<file path="src/rtl/board_clock_synth.sv">
// board_clock_synth: four-channel NCO clock synthesizer with lock flag.
// Each channel drives the registered MSB of a 32-bit phase accumulator.
module board_clock_synth #(
  parameter logic [31:0] INC0        = 32'h8000_0000,
  parameter logic [31:0] INC1        = 32'h8000_0000,
  parameter logic [31:0] INC2        = 32'h4000_0000,
  parameter logic [31:0] INC3        = 32'h2000_0000,
  parameter logic [31:0] PHASE0      = 32'h0000_0000,
  parameter logic [31:0] PHASE1      = 32'h4000_0000,
  parameter logic [31:0] PHASE2      = 32'h0000_0000,
  parameter logic [31:0] PHASE3      = 32'h0000_0000,
  parameter int unsigned LOCK_CYCLES = 16
) (
  input  logic       clk_cpu,
  input  logic       reset,
  input  logic [3:0] en,
  output logic       c0,
  output logic       c1,
  output logic       c2,
  output logic       c3,
  output logic       locked
);

  localparam logic [31:0] INC [4] =
    '{INC0, INC1, INC2, INC3};
  localparam logic [31:0] PHASE [4] =
    '{PHASE0, PHASE1, PHASE2, PHASE3};
  localparam logic [15:0] LOCK_MAX =
    16'(LOCK_CYCLES);

  logic [31:0] acc [4];
  logic [3:0]  c_q;
  logic [15:0] lock_cnt;
  logic [15:0] lock_nxt;
  logic        locked_q;

  // Saturating lock counter next value.
  always_comb begin
    lock_nxt = lock_cnt;
    if (lock_cnt < LOCK_MAX)
      lock_nxt = lock_cnt + 16'd1;
  end

  // Accumulators advance when enabled and hold otherwise;
  // pins take the pre-update MSB, forced low when disabled.
  always_ff @(posedge clk_cpu) begin
    if (reset) begin
      for (int i = 0; i < 4; i++)
        acc[i] <= PHASE[i];
      c_q <= '0;
    end else begin
      for (int i = 0; i < 4; i++) begin
        if (en[i]) begin
          acc[i] <= acc[i] + INC[i];
          c_q[i] <= acc[i][31];
        end else begin
          c_q[i] <= 1'b0;
        end
      end
    end
  end

  // Lock rises the edge the counter hits LOCK_MAX, then sticks.
  always_ff @(posedge clk_cpu) begin
    if (reset) begin
      lock_cnt <= '0;
      locked_q <= 1'b0;
    end else begin
      lock_cnt <= lock_nxt;
      if (lock_nxt == LOCK_MAX)
        locked_q <= 1'b1;
    end
  end

  assign c0     = c_q[0];
  assign c1     = c_q[1];
  assign c2     = c_q[2];
  assign c3     = c_q[3];
  assign locked = locked_q;

endmodule

</file>
<file path="config.mk">
export PLATFORM = sky130hd
export DESIGN_NAME = board_clock_synth
export DESIGN_NICKNAME = d
export VERILOG_FILES = /design/src/rtl/board_clock_synth.sv
export SDC_FILE = /design/constraint.sdc
export NUM_CORES = 1
export LEC_CHECK = 0
export ABC_AREA = 1
export BUFFER_PORTS_ARGS = -buffer_cell sky130_fd_sc_hd__buf_4
export CORE_MARGIN = 8
export CORE_UTILIZATION = 50
export DETAILED_ROUTE_END_ITERATION = 8
export HOLD_SLACK_MARGIN = 0.06
export PLACE_DENSITY = 0.77
export RECOVER_POWER = 25
export SLEW_MARGIN = 20
export SYNTH_ARGS = -nofsm -noshare
export SYNTH_HDL_FRONTEND = slang
export SYNTH_SLANG_ARGS = --single-unit
</file>
<file path="constraint.sdc">
create_clock -name clk_cpu -period 2.05 [get_ports clk_cpu]
set_clock_uncertainty 0.15 [all_clocks]
set_input_delay 0.205 -clock clk_cpu [delete_from_list [all_inputs] [get_ports clk_cpu]]
set_output_delay 0.205 -clock clk_cpu [all_outputs]
set_load 0.05 [all_outputs]
</file>
Yosys cells after proc, flatten, opt, wreduce, memory -nomap -nowiden
Memories as Yosys holds them, arrays and structs flattened.
Index checks and enable logic that the tools add are counted.
{ "totals": {"mem_bits_rw": 128, "in_bits": 6, "memories": 1, "register_bits": 21} }
{ "mem_list": {"columns": ["memory", "words", "width", "read_ports", "rd_clocked_by_memory_dff", "wr", "line", "source"], "rows": [
  ["acc", 4, 32, 4, 0, 4, "31", "logic [31:0] acc [4];"]
]} }
{ "classes": {"n_lt_le_gt_ge": 1, "bitwise": 8, "n_reduce_logical": 4, "n_mux": 19, "addsub": 5, "n_eq_ne": 1} }
{ "ops": {"columns": ["op", "n"], "rows": [
  ["32-bit 2-to-1 mux", 4],
  ["32-bit adder, second input constant", 2],
  ["32-bit by 30-bit adder with 32-bit output, second input constant", 1],
  ["32-bit by 31-bit adder with 32-bit output, second input constant", 1],
  ["16-bit by 1-bit adder with 16-bit output, second input constant", 1],
  ["16-bit by 5-bit == test with 1-bit output, second input constant", 1],
  ["16-bit by 5-bit less-than comparator with 1-bit output, second input constant", 1],
  ["16-bit 2-to-1 mux", 1],
  ["1-bit 2-to-1 mux", 14],
  ["2-bit OR reduction", 4],
  ["1-bit inverter", 4],
  ["1-bit bitwise OR", 4]
]} }

Logic depth before layout (Yosys ltp)
Gate-level depths: netlist of the first run.
{ "logic_depth": {"word_depth": 4, "depth_mapped": 9} }

Worst setup path after synthesis of the first run
Ideal clock, no wire load.
{ "synth_path": {"path_kind": "register -> register", "from": "reg lock_cnt[0]", "to": "reg locked_q (netlist: locked)", "setup_ps": 70, "period_less_slack_ps": 1329, "required_time_ps": 1830, "path_slack_ps": 721, "stages_incl_launch_ff": 9, "path_buffers": 0, "arrival_time_ps": 1108, "path_cell_list": "dfxtp_1 > ha_1 > and3_1 > nand3_1 > nand2_1 > nand2_1 > nor2_1 > nand4_1 > a21oi_1"} }
{ "synth_via": {"elab_chain_len": 3, "elab_cells_between_ends": 4, "classes_between": "1 x add/sub; 1 x order compare; 1 x eq/ne; 1 x mux"} }
{ "synth_lines": {"columns": ["element", "line", "source"], "rows": [
  ["from (decl)", "33", "logic [15:0] lock_cnt;"],
  ["from (signal assigned)", "69", "lock_cnt <= lock_nxt;"],
  ["16-bit by 1-bit adder with 16-bit output or 16-bit by 5-bit less-than comparator with 1-bit output (tied branches)", "41, 40", null],
  ["16-bit 2-to-1 mux *", "40", "if (lock_cnt < LOCK_MAX)"],
  ["16-bit by 5-bit == test with 1-bit output *", "70", "if (lock_nxt == LOCK_MAX)"],
  ["to (signal assigned)", "67", "locked_q <= 1'b0;"],
  ["to (signal assigned)", "71", "locked_q <= 1'b1;"],
  ["to (decl)", "35", "logic locked_q;"]
]} }
Mark *: on every way between the ends. The rest lies on a longest branch, timed or not.
A chain may end at the register's enable or synchronous reset.

Worst setup path in the final report of the first run
{ "layout_path": {"from": "reg lock_cnt[10]", "to": "reg locked_q (netlist: locked)"} }
The elaborated chain is that of the path after synthesis.

==> out/results.tsv, run 1 <==
metric	value	unit
most frequent CP cell	nand2_1	
area fraction of the dominant cell type after synthesis	39.2	%
power per cell area	717	mW/mm^2
Crit path required time	2.16	ns
Final TNS setup	0	ns
hold slack	0.283	ns
Synth Warn #	0	
Final #Nets	150	
Fillers	171	
layout cells sized above 1	14.2	%
post-synth top area cell	dfxtp_1	
Mapped Nets	132	
RSZ-0062 raised after global routing	no	
Global Route Usage Sum	8.75	%
DP HPWL	1.21	mm
Slowest-stage cell, CP	dfxtp_1	
drt wl/cell	10.0	um
Max Clk Rate	659	MHz
CP startpoint kind	register	
Port Buffer Count	10	
post-synthesis async set-or-reset flop share	0	%
Worst-path clk slew	0.13	ns
CTS sink cnt	28	
most instantiated cells after synthesis	25 x nor2_1, 21 x dfxtp_1, 20 x nand2_1	
Pleak	0.576	nW
fin util	62.5	%
initial antenna violation count	0	
Antenna Cells	0	
Synth cell types	20	
count leader, synth	nor2_1	
largest net degree at the start of global routing	23	
Top FF cell, synth	dfxtp_1	
Final Cycle Share	74.0	%
final worst path period need	1.52	ns
Post-Syn Instances	124	
Die W	62.3	um
drt pass-1 iters	4	
mean area per synthesized cell	8.66	um^2
Max Slew Vio Count	0	
Die Ht	62.3	um
HP Class	register to register	
Congestion Overflow GR	0	
MaxCap Viol Count	0	
Slew HR	82.2	%
Multi-input gate area	360	um^2
EDFF count, synth	7	
final hold vios	0	
Max IR drop VDD	0.400	mV
FF+latch count, synth	28	
register area share after synthesis	58.7	%
Cell Area, Synth	0.00107	mm^2
Total Power	0.897	mW
cell row count	16	
CTS tree	built	
worst skew pair latency	0.31	ns
Placer Congestion	0.686	
cts bufs inserted	3	
Longest Clk Path Bufs	2	
# IOs	11	
initial detailed-routing violation count	24	
CP arrival	1.63	ns
vias in the first global route	694	
CP Class	register to register	
via-per-instance ratio	4.54	
largest cells by area after synthesis	dfxtp_1 39%, edfxtp_1 20%, nor2_1 8.7%, nand2_1 7.0%, inv_1 6.3%	
Slew @ Worst Pin	0.267	ns
drt total wl	1.68	mm
crit-path max FO	7	
setup violators final	0	
crit-path cells	nor2_1 > nand2_1 > nor2_4 > nand2_2 > nand2_1 > nand2_1 > nor2_1 > nand4_1 > a21oi_1	
Register Area	631	um^2
crit path buf inv count	0	
die area	0.00389	mm^2
area grow syn2layout	16.6	%
DRC Markers	0	
Worst path max stage delay	0.34	ns
root buf cell	clkbuf_4	
initial cell density of the core	53.6	%
Core Area	0.00200	mm^2
H-tree Lvls	1	
remaining antenna violation count	0	
first-pass GRT wire length	2.84	mm
critical path's top delay family	simple AND/OR/NAND/NOR gates	
total vias in the final route	762	
crit end category	register	
status	completed	
-- cell families after synthesis --
group                      synth area share, %
buffers and inverters                     7.69
adders and majority gates                 2.33
DFF                                       58.7
xor gates and xnor gates                  2.45
and+or+nand+nor                           26.0
AOI/OAI and AO/OA                         2.80
-- state kept, by name, indices dropped and copies added, names as in the netlist --
name and flops:
locked 1, acc 7, c_q 4, lock_cnt 16
-- final timing paths --
kind	startpoint	slack [ns]	end	cells past startpoint
setup / recovery	lock_cnt[10]	0.53	locked	9
hold / removal	lock_cnt[12]	0.28	lock_cnt[12]	2
setup reg to reg	lock_cnt[10]	0.53	locked	9
hold reg to reg	lock_cnt[12]	0.28	lock_cnt[12]	2
-- worst min-delay path, delay by kind of cell (launching register included) --
kind	cells	cell delay (ns)
buf+inv	1	0.05
simple gates	1	0.03
flops	1	0.33
-- where the power goes --
group,internal [mW],switching [mW]
Combinational,0.0365,0.0441
Sequential,0.587,0.0130
Clock,0.0712,0.145
-- metrics by stage --
step                instance area [um^2]  setup slack (ns)  std cells
floorplan                           1070             0.721        124
global placement                    1170             0.612        159
detailed placement                  1170             0.552        159
CTS                                 1250             0.515        168
global route                        1250             0.345        168
finish                              1250             0.533        168
-- area by class of cell --
class,instances,share of cell area (%)
clock buffer,3,1.80
clock inverter,1,0.300
inverter,20,6.00
multi-input combinational,74,28.8
sequential,28,50.4
tap,27,2.70
timing repair buffer,15,10.0
-- what timing repair did --
| item | in CTS | in global routing |
|---|---|---|
| buffers inserted | 0 | 0 |
| hold endpoints to repair | 24 | 0 |
| resized for setup | 0 | 0 |
| hold buffers | 5 | 0 |
-- per-layer routing --
layer  GRT usage [%]  wire, um  vias to the layer above
li1                -         -                      414
met1            10.3       815                      331
met3            3.05        99                        2
met5               0         0                        -
met4            4.27        14                        0
met2            13.8       750                       15
-- layout by cell type, fill, tap and decap left out --
cell type,synthesis,routed
nor3_1,2,2
nor2_1,25,25
clkinv_1,0,1
nor2_2,1,1
nand3b_1,1,1
xnor2_1,2,2
clkbuf_4,0,3
nand2_2,1,1
nand2_1,20,20
edfxtp_1,7,7
buf_4,0,10
or2_2,2,2
dfxtp_1,21,21
nor2_4,1,1
a21oi_1,6,6
dlygate4sd3_1,0,5
ha_1,2,2
inv_2,2,2
inv_1,18,18
nand3_1,5,5
nand4_1,2,2
xor2_1,1,1
and3_1,3,3
No activity file was read; power rests on OpenSTA's default activity.
==> inputs of run 2 (changes only) <==
--- a/config.mk
+++ b/config.mk
@@ -5,7 +5,7 @@
 export SDC_FILE = /design/constraint.sdc
 export NUM_CORES = 1
 export LEC_CHECK = 0
-export ABC_AREA = 1
+export ABC_AREA = 0
 export BUFFER_PORTS_ARGS = -buffer_cell sky130_fd_sc_hd__buf_4
 export CORE_MARGIN = 8
 export CORE_UTILIZATION = 50
==> constraint.sdc (replaced) <==
create_clock -name clk_cpu -period 1.4 [get_ports clk_cpu]
set_clock_uncertainty 0.15 [all_clocks]
set_input_delay 0.14 -clock clk_cpu [delete_from_list [all_inputs] [get_ports clk_cpu]]
set_output_delay 0.14 -clock clk_cpu [all_outputs]
set_load 0.05 [all_outputs]
==> out/results.tsv, run 2 <==
metric	value	unit
status	finished with violations	
failing checks	negative setup slack	
Antenna Cells	0	
CTS tree	built	
drt total wl	1.81	mm
FF-to-FF path depth	3	
die area	0.00395	mm^2
Int Power	1.08	mW
crit-path max FO	4	
Hold Path Depth	1	
Post-Syn Instances	95	
initial antenna violation count	0	
via-per-instance ratio	5.06	
drt wl/cell	12.3	um
Final #Nets	128	
# IOs	11	
EDFF count, synth	7	
FF+latch count, synth	28	
Sw Ratio	21.9	%
Synth Warn #	0	
power per cell area	1000	mW/mm^2
final hold vios	0	
initial detailed-routing violation count	13	
area fraction of the dominant cell type after synthesis	38.3	%
Max Clk Rate	553	MHz
Synth cell types	29	
layout cells sized above 1	27.7	%
vias in the first global route	740	
drt pass-1 iters	4	
most instantiated cells after synthesis	21 x dfxtp_1, 14 x nor2b_1, 7 x edfxtp_1, 7 x nor2_1	
Design Area, Final	0.00138	mm^2
largest cells by area after synthesis	dfxtp_1 38%, edfxtp_1 19%, nor2b_1 8.0%, and3_1 2.9%, nor2_1 2.4%	
Slew @ Worst Pin	0.396	ns
Die Ht	62.8	um
Core Area	0.00215	mm^2
CTS sink cnt	28	
largest net degree at the start of global routing	26	
Top FF cell, synth	dfxtp_1	
dpl ws	-0.385	ns
Crit path required time	1.48	ns
CP arrival	1.89	ns
setup violators final	6	
clock share of power	27.7	%
Sequential Power Share	63.2	%
commonest cells after routing, fill and taps aside	20 x dfxtp_1, 17 x buf_4, 14 x nor2b_1	
placed cell areas	0.00126	mm^2
remaining antenna violation count	0	
H-tree Lvls	1	
Slew HR	73.6	%
worst skew pair latency	0.32	ns
most common cell after layout, fill and taps aside	dfxtp_1	
RSZ-0062 raised after global routing	yes	
Worst-path clk slew	0.14	ns
Congestion Overflow GR	0	
Max Slew Vio Count	0	
Mapped Nets	103	
Final Cycle Share	129	%
largest registers	lock_cnt (16), acc (7), c_q (4)	
Global Route Usage Sum	9.61	%
MaxCap Viol Count	0	
crit end category	register	
Net Sw Power	0.303	mW
final worst path period need	1.81	ns
post-route setup slack	-0.410	ns
register area share after synthesis	57.5	%
Placer Congestion	0.786	
Longest Clk Path Bufs	2	
mean area per synthesized cell	11.6	um^2
number of flip-flops in the largest register	16	
Top reg by flops	lock_cnt	
first-pass GRT wire length	3.08	mm
Cell Area, Synth	0.00110	mm^2
root buf cell	clkbuf_4	
Port Buffer Count	10	
count leader, synth	dfxtp_1	
Combinational Power Share	9.2	%
initial cell density of the core	51.1	%
CP Class	register to register	
post-synth top area cell	dfxtp_1	
cts bufs inserted	3	
Max IR drop VDD	0.704	mV
Pleak	0.582	nW
HP Class	register to register	
cell row count	17	
area grow syn2layout	25.5	%
total vias in the final route	744	
Final TNS setup	-2.00	ns
DP HPWL	1.25	mm
post-synthesis async set-or-reset flop share	0	%
Die W	62.8	um
DRC Markers	0	
CP startpoint kind	register	
run 2: cell type report:
type	count	area, um^2
multi-input combinational	63	482
timing repair buffer	23	189
clock buffer	4	36.3
inverter	1	3.75
sequential	28	632
fill	171	771
tap	28	35.0
run 2: worst max-delay path, cell delays in order, from the launching register on:
cell	delay, ns
dfxtp_1	0.33
or4_4	0.59
nor4_4	0.30
mux2_1	0.34
run 2: worst paths after layout:
kind | from | to | slack [ns]
setup reg to reg | lock_cnt[7] | lock_cnt[0] | -0.41
setup / recovery | lock_cnt[7] | lock_cnt[0] | -0.41
hold / removal | lock_cnt[10] | lock_cnt[10] | 0.33
hold reg to reg | lock_cnt[10] | lock_cnt[10] | 0.33
run 2: per-layer routing:
| metal | vias up | part of all wire [%] | global-route usage [%] |
|---|---|---|---|
| li1 | 379 | - | - |
| met1 | 351 | 48 | 9.99 |
| met2 | 9 | 46 | 16.3 |
| met3 | 5 | 3.5 | 2.69 |
| met4 | 0 | 2.8 | 6.84 |
| met5 | - | 0 | 0 |
run 2: power groups by stage:
stage	clock network (mW)	logic (mW)	registers [mW]
after global routing	0.420	0.140	0.878
after global placement	0	0.110	0.891
final	0.382	0.127	0.874
after detailed placement	0	0.115	0.892
after floorplan	0	0.0560	0.905
after CTS	0.398	0.127	0.874
run 2: kinds of logic after synthesis:
family | synth area share, %
adder cells (fa/ha/maj) | 2.28
buffers and inverters | 1.37
AND/OR/NAND/NOR | 30.4
AO/OA/AOI/OAI | 2.85
flip-flops | 57.5
multiplexers | 3.99
XOR/XNOR | 1.60
run 2: what timing repair did:
item,in CTS,in global routing
hold endpoints to repair,29,0
setup buffers,0,0
resized for setup,5,2
endpoints found under the setup margin,6,6
hold buffers,5,0
pin swaps,1,2
run 2: stage by stage:
step | hold slack (ns) | util [%] | instances | total power [mW]
final | 0.326 | 64.1 | 147 | 1.38
after global routing | 0.336 | 64.1 | 147 | 1.44
after CTS | 0.325 | 63.5 | 147 | 1.40
after detailed placement | 0.249 | 58.5 | 138 | 1.01
after global placement | 0.237 | 58.5 | 138 | 1.00
after floorplan | 0.143 | - | 95 | 0.961
==> inputs of run 3 (changes only) <==
--- a/config.mk
+++ b/config.mk
@@ -7,7 +7,6 @@
 export LEC_CHECK = 0
 export ABC_AREA = 0
 export BUFFER_PORTS_ARGS = -buffer_cell sky130_fd_sc_hd__buf_4
-export CORE_MARGIN = 8
 export CORE_UTILIZATION = 50
 export DETAILED_ROUTE_END_ITERATION = 8
 export HOLD_SLACK_MARGIN = 0.06
==> out/results.tsv, run 3 (synthesis gave the netlist of run 2 again) <==
metric	value	unit
status	finished with violations	
failing checks	negative setup slack	
vias in the first global route	738	
worst skew pair latency	0.32	ns
Antenna Cells	0	
CTS tree	built	
Worst-path clk slew	0.15	ns
first-pass GRT wire length	3.25	mm
Crit path required time	1.47	ns
Max IR drop VDD	0.950	mV
Final Cycle Share	129	%
largest registers	lock_cnt (16), acc (7), c_q (4)	
final hold vios	0	
Max Slew Vio Count	0	
Total Power	1.52	mW
Slew @ Worst Pin	0.244	ns
Top reg by flops	lock_cnt	
via-per-instance ratio	4.91	
drt total wl	1.83	mm
Worst R2R End	lock_cnt[0]	
commonest cells after routing, fill and taps aside	19 x dfxtp_1, 19 x buf_4, 14 x nor2b_1	
H-tree Lvls	1	
FF-to-FF path depth	3	
DRC Markers	0	
grt peak-use layer	met2	
drt wl/cell	12.3	um
HP Start	lock_cnt[7]	
remaining antenna violation count	0	
setup violators final	6	
DP HPWL	1.21	mm
layout cells sized above 1	30.3	%
CTS sink cnt	28	
root buf cell	clkbuf_4	
area grow syn2layout	29.0	%
power per cell area	1080	mW/mm^2
Max Clk Rate	556	MHz
initial antenna violation count	0	
placed cell areas	0.00127	mm^2
die area	0.00239	mm^2
hold slack	0.328	ns
M1 GR Usage	22.2	%
cell row count	16	
CP startpoint kind	register	
Port Buffer Count	10	
post-route setup slack	-0.399	ns
Placer Congestion	0.831	
met2 Use GR	31.5	%
r2r startpoint	lock_cnt[7]	
dpl ws	-0.380	ns
GR Util met3	2.80	%
MaxCap Viol Count	0	
Pleak	0.600	nW
number of flip-flops in the largest register	16	
Slew HR	83.7	%
HP Class	register to register	
crit-path max FO	4	
Design Area, Final	0.00142	mm^2
# IOs	11	
cts bufs inserted	3	
Core Area	0.00202	mm^2
crit end category	register	
total vias in the final route	731	
CP arrival	1.87	ns
Hold Path Depth	1	
largest net degree at the start of global routing	26	
RSZ-0062 raised after global routing	yes	
Longest Clk Path Bufs	2	
CP Class	register to register	
initial detailed-routing violation count	10	
drt pass-1 iters	4	
Hold Path Sink	lock_cnt[7]	
Final TNS setup	-2.07	ns
Congestion Overflow GR	0	
final worst path period need	1.80	ns
Global Route Usage Sum	17.5	%
Die W	48.8	um
Die Ht	48.8	um
reg2reg setup slack	-0.40	ns
initial cell density of the core	54.3	%
Final #Nets	131	
[run 3: metrics by stage]
stage / cells / utilization (%)
2_1_floorplan: 95 / -
3_3_place_gp: 139 / 62.8
3_5_place_dp: 139 / 62.8
4_1_cts: 148 / 68.7
5_1_grt: 149 / 70.0
6_report: 149 / 70.0
[run 3: worst max-delay path by stage]
stage / from / endpoint / slack [ns] / depth (start not counted)
global route: lock_cnt[7] / lock_cnt[0] / -0.42 / 3
CTS: lock_cnt[7] / lock_cnt[0] / -0.40 / 3
finish: lock_cnt[7] / lock_cnt[0] / -0.40 / 3
global placement: lock_cnt[7] / lock_cnt[0] / -0.35 / 3
floorplan: lock_cnt[7] / lock_cnt[0] / -0.37 / 3
detailed placement: lock_cnt[7] / lock_cnt[0] / -0.38 / 3
[run 3: worst max-delay path: stages, from the launching register on]
cell and delay [ns]:
dfxtp_2 0.34, or4_4 0.57, nor4_4 0.30, mux2_1 0.34
[run 3: metal layers]
metal / vias up / part of all wire [%]
li1: 385 / -
met5: - / 0
met4: 0 / 0
met2: 5 / 51
met1: 341 / 48
met3: 0 / 1.6
[run 3: report_power, final]
part	internal, mW	switching [mW]
combinational	0.0646	0.0646
sequential	0.859	0.0153
clock	0.289	0.230
[run 3: cell type report]
| type | count | area (um^2) |
|---|---|---|
| Tap cell | 27 | 33.8 |
| Inverter | 1 | 3.75 |
| Clock inverter | 1 | 30.0 |
| Sequential cell | 28 | 633 |
| Fill cell | 150 | 607 |
| Timing Repair Buffer | 26 | 215 |
| Multi-Input combinational cell | 63 | 477 |
| Clock buffer | 3 | 22.5 |
[run 3: repair_timing]
item,in CTS,in global routing
endpoints found under the hold margin,29,0
endpoints found under the setup margin,6,6
resized for setup,4,4
buffers inserted,0,1
hold buffers,5,0
pin swaps,4,2
